File: config.mk
export PLATFORM = sky130hd
export DESIGN_NAME = led_fader
export DESIGN_NICKNAME = d
export VERILOG_FILES = /design/src/rtl/led_fader.sv
export SDC_FILE = /design/constraint.sdc
export NUM_CORES = 1
export LEC_CHECK = 0
export CAP_MARGIN = 20
export CORE_MARGIN = 1
export CORE_UTILIZATION = 47
export CTS_CLUSTER_DIAMETER = 30
export DETAILED_ROUTE_END_ITERATION = 16
export HOLD_SLACK_MARGIN = 0.12
export PLACE_DENSITY = 0.62
export SLEW_MARGIN = 0
export SYNTH_ARGS = -nofsm -noshare
export SYNTH_HDL_FRONTEND = slang
export SYNTH_SLANG_ARGS = --single-unit
File: constraint.sdc
create_clock -name clk -period 3.9 [get_ports clk]
set_input_delay 1.17 -clock clk [delete_from_list [all_inputs] [get_ports clk]]
set_output_delay 1.17 -clock clk [all_outputs]
set_load 0.005 [all_outputs]
File: src/rtl/led_fader.sv
// led_fader: ramps each LED channel toward its on/off target one step per prescaler tick, PWM drive.
// Latency: level updates the cycle after step_tick; out/settled one register stage after level. No backpressure.
// Optional macro LED_FADER_GAMMA_EN selects a quadratic duty curve (level*level, upper half).
module led_fader #(
    parameter int CHANNELS  = 4,
    parameter int PWM_WIDTH = 8,
    parameter int DIV_WIDTH = 32,
    parameter int STEP_DIV  = 100_000
) (
    input  logic                clk,
    input  logic                rst,
    input  logic [CHANNELS-1:0] in,
    output logic [CHANNELS-1:0] out,
    output logic                settled
);

    localparam logic [PWM_WIDTH-1:0] MAX       = '1;
    localparam logic [DIV_WIDTH-1:0] STEP_LAST = DIV_WIDTH'(STEP_DIV - 1);

    logic [PWM_WIDTH-1:0] pwm_cnt_q, pwm_cnt_d;
    logic [DIV_WIDTH-1:0] step_cnt_q, step_cnt_d;
    logic [PWM_WIDTH-1:0] level_q [CHANNELS];
    logic [PWM_WIDTH-1:0] level_d [CHANNELS];
    logic [PWM_WIDTH-1:0] duty    [CHANNELS];
    logic [CHANNELS-1:0]  out_q, out_d;
    logic                 settled_q, settled_d;
    logic                 step_tick;

`ifdef LED_FADER_GAMMA_EN
    logic [2*PWM_WIDTH-1:0] prod [CHANNELS];
`endif

    always_comb begin
        pwm_cnt_d  = pwm_cnt_q + 1'b1;
        step_tick  = (step_cnt_q == STEP_LAST);
        step_cnt_d = step_tick ? '0 : step_cnt_q + 1'b1;
        settled_d  = 1'b1;
        out_d      = '0;
        for (int i = 0; i < CHANNELS; i++) begin
            level_d[i] = level_q[i];
            if (step_tick) begin
                if (in[i] && level_q[i] != MAX)
                    level_d[i] = level_q[i] + 1'b1;
                else if (!in[i] && level_q[i] != '0)
                    level_d[i] = level_q[i] - 1'b1;
            end
`ifdef LED_FADER_GAMMA_EN
            prod[i] = (2*PWM_WIDTH)'(level_q[i]) * (2*PWM_WIDTH)'(level_q[i]);
            duty[i] = PWM_WIDTH'(prod[i] >> PWM_WIDTH);
`else
            duty[i] = level_q[i];
`endif
            // Full-on is forced so MAX never shows the one-cycle gap of duty > pwm_cnt.
            out_d[i]  = (level_q[i] == MAX) | (duty[i] > pwm_cnt_q);
            settled_d = settled_d & (in[i] ? (level_q[i] == MAX) : (level_q[i] == '0));
        end
    end

    always_ff @(posedge clk) begin
        if (rst) begin
            pwm_cnt_q  <= '0;
            step_cnt_q <= '0;
            out_q      <= '0;
            settled_q  <= 1'b0;
            for (int i = 0; i < CHANNELS; i++) level_q[i] <= '0;
        end else begin
            pwm_cnt_q  <= pwm_cnt_d;
            step_cnt_q <= step_cnt_d;
            out_q      <= out_d;
            settled_q  <= settled_d;
            for (int i = 0; i < CHANNELS; i++) level_q[i] <= level_d[i];
        end
    end

    assign out     = out_q;
    assign settled = settled_q;

endmodule
==> impl_results.md <==
* IO Count at 11
* Register area share after synthesis at 30.9%
* Mean Syn Cell Area at 8.66 sq um
* Netlist cell types at 50
* CTS tree: yes
* Most common cell after layout, fill and taps aside: nor2_1
* Synthesized Nets at 647
* Clk_skew at 0.00872 ns
* Final std cells w/o fill at 729
* Final wirelength at 10000 microns
* Total gr overflow at 0
* CP Class: in2reg
* DRT Pass-1 Iters at 4
* Register share of total power at 51.0%
* Max Buffers Root-to-Sink at 2
* Crit-path max FO at 7
* Clock power share at 40.8%
* Slew @ Worst Pin at 0.935 ns
* Minimum clock period at 3.48 ns
* H-Tree Depth at 3
* Worst path max stage delay at 0.49 ns
* Dpl cell area at 0.00522 sq mm
* RSZ-0062 raised after global routing: false
* YS warnings at 0
* Core area at 0.0103 sq mm
* HP Class: reg2reg
* Vias in the first global route at 3,952
* Post-CTS resize count at 0
* Initial DRC Count at 131
* DIE AREA at 0.0110 sq mm
* Number of synthesized flops with an enable pin at 0
* CTS Root Cell: clkbuf_8
* FMAX at 0.287 GHz
* Layout area overhead at 8.65%
* Most frequent CP cell: a21oi_1
* Total GRT Usage at 19.4%
* N_diodes at 0
* Synth Register Bits at 77
* Cell area after synthesis at 0.00499 sq mm
* Avg WL per Cell at 13.7 microns
* Worst vdd rail ir drop at 185 uV
* Largest net degree at the start of global routing at 33
* Status: complete, no violations
* Internal power at 1.16 mW
* Area of the multi-input gates at 0.00329 sq mm
* Most frequent cells in the layout: nor2_1, dfxtp_1, ha_1
* Dpl cells at 713
* Period utilization at 89.3%
* Global-route wire length before repair at 17,600 microns
* Setup crit end kind: flip-flop
* Via/cell ratio at 5.50
* Num Clock Sinks at 77
* Arr. time, crit path at 3.77 ns
* Count of pins over their slew limit at 0
* Switching portion of total power at 26.3%
* Max_cap viols at 0
* FF+latch area at 0.00154 sq mm
* HPWL after DPL at 7430 microns
* Hold buffers post-CTS at 0
* Normalized max-slew margin at 37.0%
* Routability cong. at 0.844
* Initial Util at 48.3%
* Combinational share of power at 8.3%
* Main flop type after synthesis: dfxtp_1
* Antenna Nets Post-Route at 0
* Final Hold Fails at 0
* Setup violators final at 0
* Leak at 2.23 nW
* Crit start category: primary input
* FFs w/ async S/R, synth at 0%
* CP required at 4.18 ns
* Row cnt at 37
* Setup TNS at 0 ns
* Post-Synthesis Cells at 576
* Residual DRC count at 0
* Post-CTS Setup Repair Bufs at 0
* Die span in x at 105 microns
* Clock transition at the registers of the reported paths at 0.09 ns
* Finished Cell Area at 0.00542 sq mm
* Die H at 105 microns
* Initial antenna violation count at 0
* Clk_lat worst skew at 0.35 ns
* Layout filler cell count at 977
* TritonCTS buffer count at 9
* Layout cell share with drive strength beyond 1 at 6.75%
* Worst path cell trace: clkdlybuf4s50_1, o21ai_0, ha_1, a21oi_1, o211ai_1, o41a_1, xnor2_1, or3_1, a21oi_1
* Power Density at 290 mW/mm^2
* Critical-path top delay cell: clkdlybuf4s50_1
* Layout Utilization at 52.5%
* Nets at 659
* NetSw at 0.413 mW
* Vias at 4,012
* Port bufs at 10
==> power by group through the flow <==
stage	combinational [mW]	sequential, mW	clock [mW]
after global placement	0.127	0.820	0
after detailed placement	0.131	0.821	0
after floorplan	0.0948	0.819	0
after global routing	0.150	0.804	0.692
after CTS	0.131	0.802	0.661
final	0.130	0.802	0.641
==> worst max-delay path: cells and delay by family <==
family          cells  cell delay, ns
xor+xnor            1            0.14
buf+inv             1            0.49
simple gates        1            0.33
fa+ha+maj           1            0.42
compound gates      5            1.20
==> cell families (layout without fill, tap and decap cells) <==
family,count (synthesis),count (layout),synth area share (%)
and+or+nand+nor,235,235,24.2
AOI/OAI and AO/OA,84,84,10.7
DFF,77,77,30.9
adders and majority gates,65,65,16.9
xor gates and xnor gates,57,57,10.0
buffers and inverters,38,55,3.23
muxes,20,20,4.06
==> state kept, by name (all words and copies together), names as in the netlist <==
| name | count |
|---|---|
| out | 4 |
| pwm_cnt_q | 8 |
| level_q | 32 |
| step_cnt_q | 32 |
| settled | 1 |
==> cell usage after synthesis (all sizes together) (3+ instances only) <==
cell type | number | share of area, %
a21o | 9 | 1.4
a21oi | 32 | 3.3
a31oi | 3 | 0.38
and2 | 3 | 0.40
and3 | 8 | 1.0
buf | 5 | 0.75
clkbuf | 8 | 0.60
dfxtp | 77 | 31
fa | 4 | 1.6
ha | 61 | 15
inv | 25 | 1.9
mux2i | 18 | 3.6
nand2 | 30 | 2.6
nand2b | 5 | 0.63
nand3 | 25 | 2.5
nand4 | 22 | 2.8
nor2 | 87 | 6.5
nor2b | 7 | 0.88
nor3 | 9 | 0.90
nor4 | 16 | 2.6
o211ai | 5 | 0.75
o21a | 4 | 0.60
o21ai | 15 | 1.5
o21bai | 3 | 0.45
or2 | 6 | 0.75
or3 | 9 | 1.1
xnor2 | 39 | 6.8
xor2 | 18 | 3.2
==> metrics by stage <==
| stage | hold slack, ns | worst slack [ns] | total power, mW |
|---|---|---|---|
| after floorplan | 0.430 | 0.795 | 0.914 |
| after global placement | 0.443 | 0.231 | 0.947 |
| after detailed placement | 0.453 | 0.104 | 0.951 |
| after CTS | 0.474 | 0.483 | 1.59 |
| after global routing | 0.515 | 0.272 | 1.65 |
| final | 0.469 | 0.418 | 1.57 |
==> per-layer routing <==
layer	global-route usage, %	vias up	part of all wire, %
met2	35.1	39	49
met5	0	-	0
li1	-	2073	-
met4	5.23	0	0.57
met1	23.7	1894	48
met3	3.31	6	2.1
==> final cells by class <==
cell class	instances	share of cell area, %
Clock buffer	9	2.28
Clock inverter	7	1.48
Inverter	25	1.73
Multi-Input combinational cell	461	60.6
Sequential cell	77	28.4
Tap cell	136	3.14
Timing Repair Buffer	14	2.31
==> worst paths after layout <==
| path | start | endpoint | slack, ns | cells past startpoint |
|---|---|---|---|---|
| max | in[2] | level_q[2][7]$_SDFFE_PP0P_ | 0.42 | 9 |
| min | step_cnt_q[0]$_SDFF_PP0_ | step_cnt_q[0]$_SDFF_PP0_ | 0.47 | 1 |
| max reg2reg | level_q[2][1]$_SDFFE_PP0P_ | level_q[2][7]$_SDFFE_PP0P_ | 0.71 | 9 |
| min reg2reg | step_cnt_q[0]$_SDFF_PP0_ | step_cnt_q[0]$_SDFF_PP0_ | 0.47 | 1 |
Note: power is estimated with default switching activity, not from simulation.
